## src/rtl/pic_reg_resp_if.sv

```systemverilog
// PIC register bus: read, writable-mask and write requests sharing one address,
// with registered read/mask data and a collision error pulse.
interface pic_reg_resp_if;
  logic        picm_rden;
  logic        picm_mken;
  logic        picm_wren;
  logic [31:0] picm_addr;
  logic [31:0] picm_wr_data;
  logic [31:0] picm_rd_data;
  logic        picm_err;

  modport master (
    output picm_rden, picm_mken, picm_wren, picm_addr, picm_wr_data,
    input  picm_rd_data, picm_err
  );

  modport slave (
    input  picm_rden, picm_mken, picm_wren, picm_addr, picm_wr_data,
    output picm_rd_data, picm_err
  );
endinterface

```

## src/rtl/pic_reg_resp.sv

```systemverilog
// Platform interrupt controller: register file, per-source gateways (sync, level/edge,
// polarity) and a priority arbiter producing a registered claim id and priority.
`ifndef RV_PIC_BASE_ADDR
`define RV_PIC_BASE_ADDR 32'hf00c0000
`endif

module pic_reg_resp #(
  parameter int unsigned NUM_SRC       = 8,
  parameter logic [31:0] PIC_BASE_ADDR = `RV_PIC_BASE_ADDR
) (
  input  logic               clk,
  input  logic               rst,
  pic_reg_resp_if.slave      bus,
  input  logic [NUM_SRC-1:0] extintsrc_req,
  output logic               mexintpend,
  output logic [7:0]         claimid,
  output logic [3:0]         pl
);

  logic [14:0] offset;
  logic [2:0]  page;
  logic [4:0]  id;
  logic        id_ok, cfg_ok, wr_ok;
  logic        unused_bits;

  assign offset      = bus.picm_addr[14:0] - PIC_BASE_ADDR[14:0];
  assign page        = offset[14:12];
  assign id          = offset[6:2];
  assign id_ok       = (offset[11:7] == 5'd0) && (id != 5'd0) && (32'(id) < NUM_SRC);
  assign cfg_ok      = (offset[11:2] == 10'd0);
  // A write colliding with a read or mask request is dropped.
  assign wr_ok       = bus.picm_wren && !bus.picm_rden && !bus.picm_mken;
  assign unused_bits = ^{bus.picm_addr[31:15], offset[1:0]};

  logic [3:0]         meipl_q [NUM_SRC];
  logic [NUM_SRC-1:0] meie_q, typ_q, pol_q, pend_q, pend_d;
  logic [NUM_SRC-1:0] sync1_q, sync2_q, s, s_q;
  logic               rev_q;
  logic [31:0]        rd_q, rd_val, mask_val;
  logic               err_q;
  logic               mexintpend_q;
  logic [7:0]         claimid_q;
  logic [3:0]         pl_q;

  logic [NUM_SRC-1:0] pl_wr, ie_wr, gw_wr, clr_wr;
  logic [3:0]         sel_pl;
  logic               sel_ip, sel_ie, sel_typ, sel_pol, cfg_wr;

  always_comb begin
    sel_pl  = '0;
    sel_ip  = 1'b0;
    sel_ie  = 1'b0;
    sel_typ = 1'b0;
    sel_pol = 1'b0;
    pl_wr   = '0;
    ie_wr   = '0;
    gw_wr   = '0;
    clr_wr  = '0;
    for (int i = 0; i < NUM_SRC; i++) begin
      if (id_ok && id == 5'(i)) begin
        sel_pl    = meipl_q[i];
        sel_ip    = pend_q[i];
        sel_ie    = meie_q[i];
        sel_typ   = typ_q[i];
        sel_pol   = pol_q[i];
        pl_wr[i]  = wr_ok && page == 3'd0;
        ie_wr[i]  = wr_ok && page == 3'd2;
        gw_wr[i]  = wr_ok && page == 3'd4;
        clr_wr[i] = wr_ok && page == 3'd5;
      end
    end
    cfg_wr = wr_ok && page == 3'd3 && cfg_ok;
  end

  always_comb begin
    rd_val   = '0;
    mask_val = '0;
    case (page)
      3'd0: if (id_ok) begin
        rd_val   = {28'd0, sel_pl};
        mask_val = 32'h0000_000f;
      end
      3'd1: if (id_ok) rd_val = {31'd0, sel_ip};
      3'd2: if (id_ok) begin
        rd_val   = {31'd0, sel_ie};
        mask_val = 32'h0000_0001;
      end
      3'd3: if (cfg_ok) begin
        rd_val   = {31'd0, rev_q};
        mask_val = 32'h0000_0001;
      end
      3'd4: if (id_ok) begin
        rd_val   = {30'd0, sel_typ, sel_pol};
        mask_val = 32'h0000_0003;
      end
      default: ;
    endcase
  end

  // Gateway: edge sources latch a rising s; a type change wipes the latch.
  assign s = sync2_q ^ pol_q;

  always_comb begin
    pend_d = '0;
    for (int i = 0; i < NUM_SRC; i++) begin
      if (gw_wr[i] && (bus.picm_wr_data[1] != typ_q[i])) begin
        pend_d[i] = 1'b0;
      end else if (typ_q[i]) begin
        pend_d[i] = (s[i] && !s_q[i]) || (pend_q[i] && !clr_wr[i]);
      end else begin
        pend_d[i] = s[i];
      end
    end
  end

  logic       found;
  logic [4:0] best_id;
  logic [3:0] best_pl;

  // Strict comparisons keep the lowest id on ties; priority 0 never competes.
  always_comb begin
    found   = 1'b0;
    best_id = '0;
    best_pl = '0;
    for (int i = 0; i < NUM_SRC; i++) begin
      if (pend_q[i] && meie_q[i] && meipl_q[i] != 4'd0) begin
        if (!found || (rev_q ? (meipl_q[i] < best_pl) : (meipl_q[i] > best_pl))) begin
          found   = 1'b1;
          best_id = 5'(i);
          best_pl = meipl_q[i];
        end
      end
    end
  end

  always_ff @(posedge clk or posedge rst) begin
    if (rst) begin
      for (int i = 0; i < NUM_SRC; i++) meipl_q[i] <= '0;
      meie_q       <= '0;
      typ_q        <= '0;
      pol_q        <= '0;
      pend_q       <= '0;
      sync1_q      <= '0;
      sync2_q      <= '0;
      s_q          <= '0;
      rev_q        <= 1'b0;
      rd_q         <= '0;
      err_q        <= 1'b0;
      mexintpend_q <= 1'b0;
      claimid_q    <= '0;
      pl_q         <= '0;
    end else begin
      for (int i = 0; i < NUM_SRC; i++) begin
        if (pl_wr[i]) meipl_q[i] <= bus.picm_wr_data[3:0];
        if (ie_wr[i]) meie_q[i] <= bus.picm_wr_data[0];
        if (gw_wr[i]) begin
          typ_q[i] <= bus.picm_wr_data[1];
          pol_q[i] <= bus.picm_wr_data[0];
        end
      end
      if (cfg_wr) rev_q <= bus.picm_wr_data[0];
      sync1_q <= extintsrc_req;
      sync2_q <= sync1_q;
      s_q     <= s;
      pend_q  <= pend_d;
      if (bus.picm_mken) begin
        rd_q <= mask_val;
      end else if (bus.picm_rden) begin
        rd_q <= rd_val;
      end
      err_q        <= bus.picm_wren && (bus.picm_rden || bus.picm_mken);
      mexintpend_q <= found;
      claimid_q    <= found ? {3'd0, best_id} : 8'd0;
      pl_q         <= found ? best_pl : 4'd0;
    end
  end

  assign bus.picm_rd_data = rd_q;
  assign bus.picm_err     = err_q;
  assign mexintpend       = mexintpend_q;
  assign claimid          = claimid_q;
  assign pl               = pl_q;

endmodule

```

## src/flat_wrapper.sv

```systemverilog
// flat-port wrapper written by rule: the top's interface ports become plain ports
module pic_reg_resp_flat 
#(
  parameter int unsigned NUM_SRC       = 8,
  parameter logic [31:0] PIC_BASE_ADDR = `RV_PIC_BASE_ADDR
)
  (clk, rst, extintsrc_req, mexintpend, claimid, pl, bus_picm_rden, bus_picm_mken, bus_picm_wren, bus_picm_addr, bus_picm_wr_data, bus_picm_rd_data, bus_picm_err);
  pic_reg_resp_if bus_i ();
  input  logic clk;
  input  logic rst;
  input  logic [NUM_SRC-1:0] extintsrc_req;
  output logic mexintpend;
  output logic [7:0] claimid;
  output logic [3:0] pl;
  input wire logic [$bits(bus_i.picm_rden)-1:0] bus_picm_rden;
  input wire logic [$bits(bus_i.picm_mken)-1:0] bus_picm_mken;
  input wire logic [$bits(bus_i.picm_wren)-1:0] bus_picm_wren;
  input wire logic [$bits(bus_i.picm_addr)-1:0] bus_picm_addr;
  input wire logic [$bits(bus_i.picm_wr_data)-1:0] bus_picm_wr_data;
  output wire logic [$bits(bus_i.picm_rd_data)-1:0] bus_picm_rd_data;
  output wire logic [$bits(bus_i.picm_err)-1:0] bus_picm_err;
  assign bus_i.picm_rden = bus_picm_rden;
  assign bus_i.picm_mken = bus_picm_mken;
  assign bus_i.picm_wren = bus_picm_wren;
  assign bus_i.picm_addr = bus_picm_addr;
  assign bus_i.picm_wr_data = bus_picm_wr_data;
  assign bus_picm_rd_data = bus_i.picm_rd_data;
  assign bus_picm_err = bus_i.picm_err;
  pic_reg_resp #(.NUM_SRC(NUM_SRC), .PIC_BASE_ADDR(PIC_BASE_ADDR)) u_core (.clk(clk), .rst(rst), .bus(bus_i), .extintsrc_req(extintsrc_req), .mexintpend(mexintpend), .claimid(claimid), .pl(pl));
endmodule
```

## config.mk

```make
export PLATFORM = sky130hd
export DESIGN_NAME = pic_reg_resp_flat
export DESIGN_NICKNAME = d
export VERILOG_FILES = /design/src/rtl/pic_reg_resp_if.sv /design/src/rtl/pic_reg_resp.sv /design/src/flat_wrapper.sv
export SDC_FILE = /design/constraint.sdc
export NUM_CORES = 1
export LEC_CHECK = 0
export ABC_AREA = 1
export BUFFER_PORTS_ARGS = -buffer_cell sky130_fd_sc_hd__buf_4
export CAP_MARGIN = 10
export CORE_ASPECT_RATIO = 1.5
export CORE_UTILIZATION = 55
export DETAILED_ROUTE_END_ITERATION = 10
export HOLD_SLACK_MARGIN = 0.15
export PLACE_DENSITY = 0.8
export SLEW_MARGIN = 20
export SYNTH_ARGS = -nofsm -noshare
export SYNTH_HDL_FRONTEND = slang
export SYNTH_SLANG_ARGS = --single-unit
```

## constraint.sdc

```tcl
create_clock -name clk -period 15.5 [get_ports clk]
set_input_delay 0.775 -clock clk [delete_from_list [all_inputs] [get_ports clk]]
set_output_delay 0.775 -clock clk [all_outputs]
set_load 0.01 [all_outputs]
```

# After elaboration in Yosys (flattened, before gate mapping)
# Index checks and enable logic that the tools add are counted.
[classes]
order_cmp = 15
eq_ne = 20
n_mux = 154
bitwise = 1
n_reduce_logical = 114
[op_table]
columns = ["op", "count"]
rows = [
  ["32-bit case mux with 5 select lines", 1],
  ["32-bit case mux with 4 select lines", 1],
  ["1-bit 2-to-1 mux", 108],
  ["4-bit 2-to-1 mux", 26],
  ["5-bit 2-to-1 mux", 14],
  ["32-bit 2-to-1 mux", 2],
  ["1-bit logical AND", 59],
  ["4-bit nonzero test", 8],
  ["4-bit greater-than comparator", 7],
  ["4-bit less-than comparator", 7],
  ["1-bit zero test", 25],
  ["5-bit by 3-bit == test with 1-bit output (second input constant)", 4],
  ["1-bit logical OR", 16],
  ["5-bit by 2-bit == test with 1-bit output (second input constant)", 2],
  ["10-bit zero test", 1],
  ["5-bit zero test", 2],
  ["1-bit != test", 8],
  ["8-bit bitwise XOR", 1],
  ["3-bit by 2-bit == test with 1-bit output (second input constant)", 2],
  ["3-bit == test (second input constant)", 2],
  ["5-bit by 1-bit == test with 1-bit output (second input constant)", 1],
  ["5-bit by 4-bit less-than comparator with 1-bit output (second input constant)", 1],
  ["5-bit nonzero test", 1],
  ["2-bit 2-to-1 mux", 2],
  ["3 further kinds", 3],
]
[word_totals]
register_bits = 135
out_inout_bits = 46
word_cells = 346

# Longest topological paths before layout
# Gate-level depths: netlist of the first run.
[logic_depth]
ltp_word = 39
depth_mapped = 85
mapped_depth_nobuf = 85

# Worst setup path before layout of the first run
# No wires, ideal clock.
[synth_timing]
kind = "register to register"
startpoint = "register u_core.meipl_q[29] (netlist bit)"
endpoint = "register u_core.pl_q[2] (netlist: u_core.pl[2])"
setup_time_ns = 0.113
arrival_ns = 8.847
required_ns = 15.387
path_slack_ns = 6.541
stages_incl_launch_ff = 77
period_less_slack_ns = 8.959
cell_sequence = "dfrtp_1 inv_1 a31oi_1 nand2_1 ha_1 a21oi_1 nand3_1 nand3_2 nand2_2 nand2_1 nand2_1 ha_1 inv_1 nor2_1 o21bai_1 nand2_1 nand2_1 nand3_1 [41 not listed] o211ai_1 nand2_1 o211ai_1 nand2_1 inv_1 nand2_1 and2_1 ha_1 a21oi_1 o21ai_0 nand2_1 o21ai_0 nand2_2 nand2_2 o21ai_0 inv_1 nand2_1 inv_1"
[synth_via]
elab_chain_cells = 39
[synth_rtl]
columns = ["element", "line_no", "rtl"]
rows = [
  ["from (decl)", "pic_reg_resp.sv:35", "logic [3:0] meipl_q [NUM_SRC];"],
  ["from (signal, indexed assignment)", "pic_reg_resp.sv:154", "if (pl_wr[i]) meipl_q[i] <= bus.picm_wr_data[3:0];"],
  ["4-bit nonzero test", "pic_reg_resp.sv:126", "if (pend_q[i] && meie_q[i] && meipl_q[i] != 4'd0) begin"],
  ["1-bit logical AND", "pic_reg_resp.sv:126", ""],
  ["4-bit 2-to-1 mux", "pic_reg_resp.sv:126", ""],
  ["4-bit greater-than comparator / 4-bit less-than comparator (equally long branches)", "pic_reg_resp.sv:127", "if (!found || (rev_q ? (meipl_q[i] < best_pl) : (meipl_q[i] > best_pl))) begin"],
  ["1-bit 2-to-1 mux", "pic_reg_resp.sv:127", ""],
  ["1-bit logical OR", "pic_reg_resp.sv:127", ""],
  ["4-bit 2-to-1 mux", "pic_reg_resp.sv:127", ""],
  ["4-bit 2-to-1 mux", "pic_reg_resp.sv:126", ""],
  ["[23 not listed]", "-", ""],
  ["4-bit 2-to-1 mux", "pic_reg_resp.sv:127", ""],
  ["4-bit 2-to-1 mux", "pic_reg_resp.sv:126", ""],
  ["4-bit greater-than comparator / 4-bit less-than comparator (equally long branches)", "pic_reg_resp.sv:127", ""],
  ["1-bit 2-to-1 mux", "pic_reg_resp.sv:127", ""],
  ["1-bit logical OR", "pic_reg_resp.sv:127", ""],
  ["4-bit 2-to-1 mux / 1-bit 2-to-1 mux (equally long branches)", "pic_reg_resp.sv:127", ""],
  ["4-bit 2-to-1 mux / 1-bit 2-to-1 mux (equally long branches)", "pic_reg_resp.sv:126", ""],
  ["4-bit 2-to-1 mux (*)", "pic_reg_resp.sv:174", "pl_q <= found ? best_pl : 4'd0;"],
  ["to (signal assigned)", "pic_reg_resp.sv:174", ""],
  ["to (decl)", "pic_reg_resp.sv:43", "logic [3:0] pl_q;"],
]
# Every way passes the cells marked *; elsewhere a longest branch is shown, timed or not.
# A chain may end at the register's enable or synchronous reset.

# Worst setup path after layout of the first run
# Ends and elaborated chain as after synthesis.

==> results.yml, run 1 <==
synthesis:
  syn_area_sq_mm: 0.00609
  synth_top_flop_cell: "sky130_fd_sc_hd__dfrtp_1"
  synth_sequential_area_ratio: 0.419
  yosysWarningCount: 0
  netlist-cell-type-count: 41
  post_synth_inst_count: 776
  synth.top_cell.area_share: 0.419
  syn_area_per_cell_sq_um: 7.85
  postSynthRegisterBits: 102
  synth.area.top_cells: "sky130_fd_sc_hd__dfrtp_1 42%, sky130_fd_sc_hd__nand2_1 13%, sky130_fd_sc_hd__inv_1 5.8%"
  synth_edf_count: 0
  synth_async_sr_flop_share: 1.00
  synth_top_area_cell: "sky130_fd_sc_hd__dfrtp_1"
sta:
  worst_clock_skew_ps: 12.2
  finalSetupViolCount: 0
  timing.final.crit_period_ps: 10480
  final_hold_viol_count: 0
  setup_total_negative_slack_ps: 0
  grt_setup_unrepaired: "false"
  worst_pin_slew_ps: 999
  clock.fmax_ghz: 0.0954
  slew_headroom: 0.329
  finalMaxSlewViolations: 0
  final_min_period_over_clock_period: 0.676
final_layout:
  diodes: 0
  most_frequent_cells_in_the_layout: "203 x sky130_fd_sc_hd__nand2_1, 102 x sky130_fd_sc_hd__dfrtp_1, 93 x sky130_fd_sc_hd__inv_1"
  fraction_of_layout_instances_using_a_drive_strength_above_1: 0.114
  core_occupancy_in_the_finished_layout: 0.632
  fillCellCount: 916
  finish.net_count: 921
  most_frequent_standard_cell_in_the_layout_excluding_fill_and_tap_cells: "sky130_fd_sc_hd__nand2_1"
  areaGrowthSynthToFinish_pct: 10.4
status:
  status: "finished clean"
clock_tree:
  tritoncts: "yes"
  clk_path_buf_depth: 2
  post_cts_resized: 0
  cts-root-buf: "sky130_fd_sc_hd__clkbuf_16"
  cts_htree_levels: 3
  postCtsHoldBufs: 0
  post_cts_buffers: 0
  cts_inserted_buffers: 9
  cts.sink_count: 102
  worst_setup_hold_path_clk_slew_ps: 60
  clock_insertion_delay_worst_skew_ps: 350
global_route:
  grt_usage: 0.273
  overflow_after_grt: 0
  grt_antenna_before_repair: 0
  first_global_vias: 5241
  grt_max_degree: 56
  grt_first_pass_wirelength_microns: 23900
route:
  dr_total_vias: 5358
  routedWlPerCell_microns: 15.0
  drtPass1Iterations: 5
  drt_drc_violations_left: 0
  vias_per_cell: 5.55
  drt_antenna_net_count: 0
  routed_wl_microns: 14400
  drtIter0Drc: 417
die:
  num_rows: 46
  fp.dieH_microns: 131
  initial_cell_density_of_the_core: 0.572
  die_area_sq_mm: 0.0115
  coreArea_sq_mm: 0.0106
  die_w_microns: 87.9
  ios: 123
setup_path:
  crit_required_ps: 15740
  start_kind: "register"
  cpPeakStageDelay_ps: 430
  regToRegStartpoint: "u_core.meipl_q[29]"
  critical_path.max_fanout: 10
  worstPathArrival_ps: 10720
  slowest_stage: "sky130_fd_sc_hd__a31oi_1"
  cp_num_buf_inv: 15
  endpoint_kind: "register"
  timing.critical_path.max_delay_family: "simple AND/OR/NAND/NOR gates"
  startpoint_of_the_most_critical_setup_path: "u_core.meipl_q[29]"
  timing.critical_path.mode_cell: "sky130_fd_sc_hd__nand2_1"
  worstSetupPathType: "reg -> reg"
pwr:
  power.ir.vdd_worst_uv: 74.7
  power_density_mw_per_mm2: 80.4
  p_leak_uw: 0.00347
placement:
  place_congestion: 1.00
  dpl.hpwl_microns: 10800
  buffers_on_ports: 42
worst_hold_path:
  min_from: "u_core.sync1_q[3]"
  hold_path.class: "reg -> reg"
job:
  max_cap_violations: 0
[power breakdown]
part / internal (uW) / total (uW) / leakage, uW / switching [uW]
logic: 8.70 / 29.6 / 0.00199 / 20.9
registers: 271 / 273 / 0.00132 / 2.12
clock network: 145 / 238 / 0.000157 / 93.0
[flip-flops by register name (all words and copies together), names as in the netlist]
signal and flops:
u_core.meipl_q 32, u_core.pol_q 8, u_core.bus.picm_rd_data 4, u_core.meie_q 8
u_core.s_q 8, u_core.rev_q 1, u_core.pend_q 8, u_core.sync2_q 8
u_core.mexintpend 1, u_core.sync1_q 8, u_core.pl 4, u_core.claimid 3
u_core.typ_q 8, u_core.bus.picm_err 1
[final cells by class]
class | count | area (sq um) | share of cell area
inverter | 102 | 385 | 0.0573
timing repair buffer | 43 | 323 | 0.0480
sequential | 102 | 2550 | 0.380
clock inverter | 4 | 70.1 | 0.0104
multi-input combinational | 558 | 2970 | 0.441
tap | 144 | 180 | 0.0268
clock buffer | 12 | 246 | 0.0367
[synthesized netlist by cell type, types with 8 or more instances]
cell type and instances:
sky130_fd_sc_hd__dfrtp_1 102, sky130_fd_sc_hd__o21ai_0 57, sky130_fd_sc_hd__inv_2 8, sky130_fd_sc_hd__and2_1 10, sky130_fd_sc_hd__ha_1 28, sky130_fd_sc_hd__xor2_1 13, sky130_fd_sc_hd__inv_1 94, sky130_fd_sc_hd__a21oi_1 30
sky130_fd_sc_hd__clkbuf_1 9, sky130_fd_sc_hd__nand2_1 203, sky130_fd_sc_hd__nand4_1 11, sky130_fd_sc_hd__buf_4 35, sky130_fd_sc_hd__nor2_1 42, sky130_fd_sc_hd__nand3_1 56
[routing by layer]
| metal | up-vias | GRT usage | wire, microns | share of wire |
|---|---|---|---|---|
| met4 | 0 | 0.169 | 761 | 0.053 |
| met5 | - | 0 | 0 | 0 |
| met2 | 241 | 0.481 | 7540 | 0.52 |
| met3 | 66 | 0.0559 | 766 | 0.053 |
| li1 | 2553 | - | - | - |
| met1 | 2498 | 0.297 | 5370 | 0.37 |
[per-stage QoR]
stage / power [uW] / hold slack (ps) / instance area [sq um] / instances / setup WS [ps]
6_report: 541 / 347 / 6730 / 965 / 5020
3_5_place_dp: 307 / 336 / 6410 / 949 / 5190
3_3_place_gp: 306 / 335 / 6410 / 949 / 5670
5_1_grt: 558 / 357 / 6730 / 965 / 3790
4_1_cts: 544 / 350 / 6730 / 965 / 5140
2_1_floorplan: 301 / 331 / 6210 / 808 / 6540
[worst paths after layout]
path                            slack [ps]  cells past startpoint           endpoint
worst max-delay path                  5020                     78       u_core.pl[2]
worst min-delay path                   350                      0  u_core.sync2_q[3]
worst max register to register        5020                     78       u_core.pl[2]
worst min register to register         350                      0  u_core.sync2_q[3]
max in group asynchronous            13920                      3  u_core.meipl_q[5]
min in group asynchronous              530                      2  u_core.sync1_q[0]
[logic make-up (layout without fill, tap and decap cells)]
kind of cell,count (synthesis),count (layout),share of synthesized area
adders and majority gates,28,28,0.0575
muxes,4,4,0.00740
and+or+nand+nor,356,356,0.267
xor gates and xnor gates,13,13,0.0187
buffers and inverters,148,161,0.113
AOI/OAI and AO/OA,124,124,0.116
other,1,33,0.000616
DFF,102,102,0.419
No activity file was read; power rests on OpenSTA's default activity.
==> inputs of run 2 (changes only) <==
--- a/config.mk
+++ b/config.mk
@@ -9,10 +9,10 @@
 export BUFFER_PORTS_ARGS = -buffer_cell sky130_fd_sc_hd__buf_4
 export CAP_MARGIN = 10
 export CORE_ASPECT_RATIO = 1.5
-export CORE_UTILIZATION = 55
+export CORE_UTILIZATION = 50
 export DETAILED_ROUTE_END_ITERATION = 10
 export HOLD_SLACK_MARGIN = 0.15
-export PLACE_DENSITY = 0.8
+export PLACE_DENSITY = 0.77
 export SLEW_MARGIN = 20
 export SYNTH_ARGS = -nofsm -noshare
 export SYNTH_HDL_FRONTEND = slang
==> constraint.sdc (replaced) <==
create_clock -name clk -period 9.59 [get_ports clk]
set_input_delay 0.4795 -clock clk [delete_from_list [all_inputs] [get_ports clk]]
set_output_delay 0.4795 -clock clk [all_outputs]
set_load 0.01 [all_outputs]
==> results.yml, run 2 (synthesis results as in run 1) <==
route:
  drt_drc_violations_left: 0
  routed_wl_microns: 15600
  vias_per_cell: 5.41
  drt_antenna_net_count: 0
  drtIter0Drc: 439
  drtPass1Iterations: 5
  routedWlPerCell_microns: 15.3
  dr_total_vias: 5506
placement:
  placed_cells_incl_taps: 984
  buffers_on_ports: 42
  place_congestion: 0.957
  dpl.hpwl_microns: 10300
  preCtsSetupSlack_ps: 49.5
  placed_area_sq_mm: 0.00663
final_layout:
  layout.cells.non_filler: 1018
  fraction_of_layout_instances_using_a_drive_strength_above_1: 0.298
  number_of_flip_flops_under_the_largest_register_name: 32
  diodes: 0
  final_area_sq_mm: 0.00785
  most_frequent_standard_cell_in_the_layout_excluding_fill_and_tap_cells: "sky130_fd_sc_hd__nand2_1"
  finish.net_count: 965
  areaGrowthSynthToFinish_pct: 28.8
  most_frequent_cells_in_the_layout: "167 x sky130_fd_sc_hd__nand2_1, 102 x sky130_fd_sc_hd__dfrtp_1, 78 x sky130_fd_sc_hd__buf_4"
  max_flop_register: "u_core.meipl_q"
setup_path:
  worstSetupPathType: "reg -> reg"
  startpoint_of_the_most_critical_setup_path: "u_core.meipl_q[31]"
  r2r.worst_path.cells: 77
  start_kind: "register"
  critical_path.max_fanout: 8
  crit_required_ps: 9840
  endpoint_kind: "register"
  r2r_setup_slack_ps: 350
  slowest_stage: "sky130_fd_sc_hd__dfrtp_1"
  cp_num_buf_inv: 14
  critical_path.reg2reg.endpoint: "u_core.pl[1]"
  worstPathArrival_ps: 9490
  cpPeakStageDelay_ps: 390
  timing.critical_path.mode_cell: "sky130_fd_sc_hd__nand2_1"
  timing.critical_path.max_delay_family: "simple AND/OR/NAND/NOR gates"
  regToRegStartpoint: "u_core.meipl_q[31]"
clock_tree:
  cts_htree_levels: 3
  clock_insertion_delay_worst_skew_ps: 350
  worst_setup_hold_path_clk_slew_ps: 70
  cts.sink_count: 102
  cts_inserted_buffers: 9
  cts-root-buf: "sky130_fd_sc_hd__clkbuf_16"
  clk_path_buf_depth: 2
  tritoncts: "yes"
die:
  initial_cell_density_of_the_core: 0.509
  num_rows: 49
  die_w_microns: 92.1
  ios: 123
  coreArea_sq_mm: 0.0120
  fp.dieH_microns: 137
  die_area_sq_mm: 0.0126
pwr:
  power.ir.vdd_worst_uv: 116
  power_density_mw_per_mm2: 110
  total_power_uw: 867
  p_leak_uw: 0.00386
job:
  max_cap_violations: 0
sta:
  final_hold_viol_count: 0
  timing.final.crit_period_ps: 9240
  setup_slack_ps: 351
  finalSetupViolCount: 0
  final_min_period_over_clock_period: 0.963
  worst_clock_skew_ps: 8.34
  worst_pin_slew_ps: 1050
  clock.fmax_ghz: 0.108
  finalMaxSlewViolations: 0
  slew_headroom: 0.293
  whs_ps: 208
global_route:
  grt_usage: 0.231
  first_global_vias: 4867
  grt_antenna_before_repair: 0
  overflow_after_grt: 0
  grt_max_degree: 53
  grt_first_pass_wirelength_microns: 22600
status:
  status: "finished clean"
worst_hold_path:
  hold_path.class: "in -> async"
==> run 2: cell count changes in the layout (fill, tap and decap cells not counted), moves of 17 or more <==
cell,delta
sky130_fd_sc_hd__nand2_1,-36
sky130_fd_sc_hd__buf_4,+35
sky130_fd_sc_hd__ha_1,-22
sky130_fd_sc_hd__nand3_1,-22
sky130_fd_sc_hd__ha_4,+20
sky130_fd_sc_hd__nand2_2,+18
sky130_fd_sc_hd__nand2_4,+17
==> run 2: layout make-up <==
type | instances | area [sq um]
Clock inverter | 4 | 53.8
Inverter | 102 | 398
Clock buffer | 12 | 256
Timing Repair Buffer | 87 | 696
Tap cell | 153 | 191
Multi-Input combinational cell | 558 | 3700
Fill cell | 941 | 4110
Sequential cell | 102 | 2550
==> run 2: stage by stage <==
step | utilization | TNS [ps]
floorplan | - | 0
global placement | 0.554 | 0
detailed placement | 0.554 | 0
CTS | 0.580 | 0
global route | 0.656 | -2140
finish | 0.656 | 0
==> run 2: worst max path at each step <==
stage                     slack (ps)  depth (start not counted)           end
after detailed placement          50                         75  u_core.pl[0]
final                            350                         77  u_core.pl[1]
after global routing            -340                         76  u_core.pl[1]
after floorplan                  630                         76  u_core.pl[2]
after CTS                         40                         75  u_core.pl[0]
after global placement           220                         75  u_core.pl[0]
==> run 2: layer usage <==
layer	track usage	part of all wire	vias to the layer above
met4	0.137	0.044	0
met3	0.0189	0.042	55
met2	0.412	0.52	174
li1	-	-	2645
met5	0	0	-
met1	0.269	0.40	2632
==> run 2: power breakdown <==
group          switching [uW]  leakage, uW  internal, uW
Combinational            33.6      0.00239          14.5
Clock                     160     0.000145           218
Sequential               3.35      0.00132           437
==> run 2: repair_timing <==
item,CTS,global route
pin swaps,0,93
endpoints found under the setup margin,1,7
endpoints found under the hold margin,0,0
buffers inserted,0,18
resized for setup,1,172
hold buffers,0,0
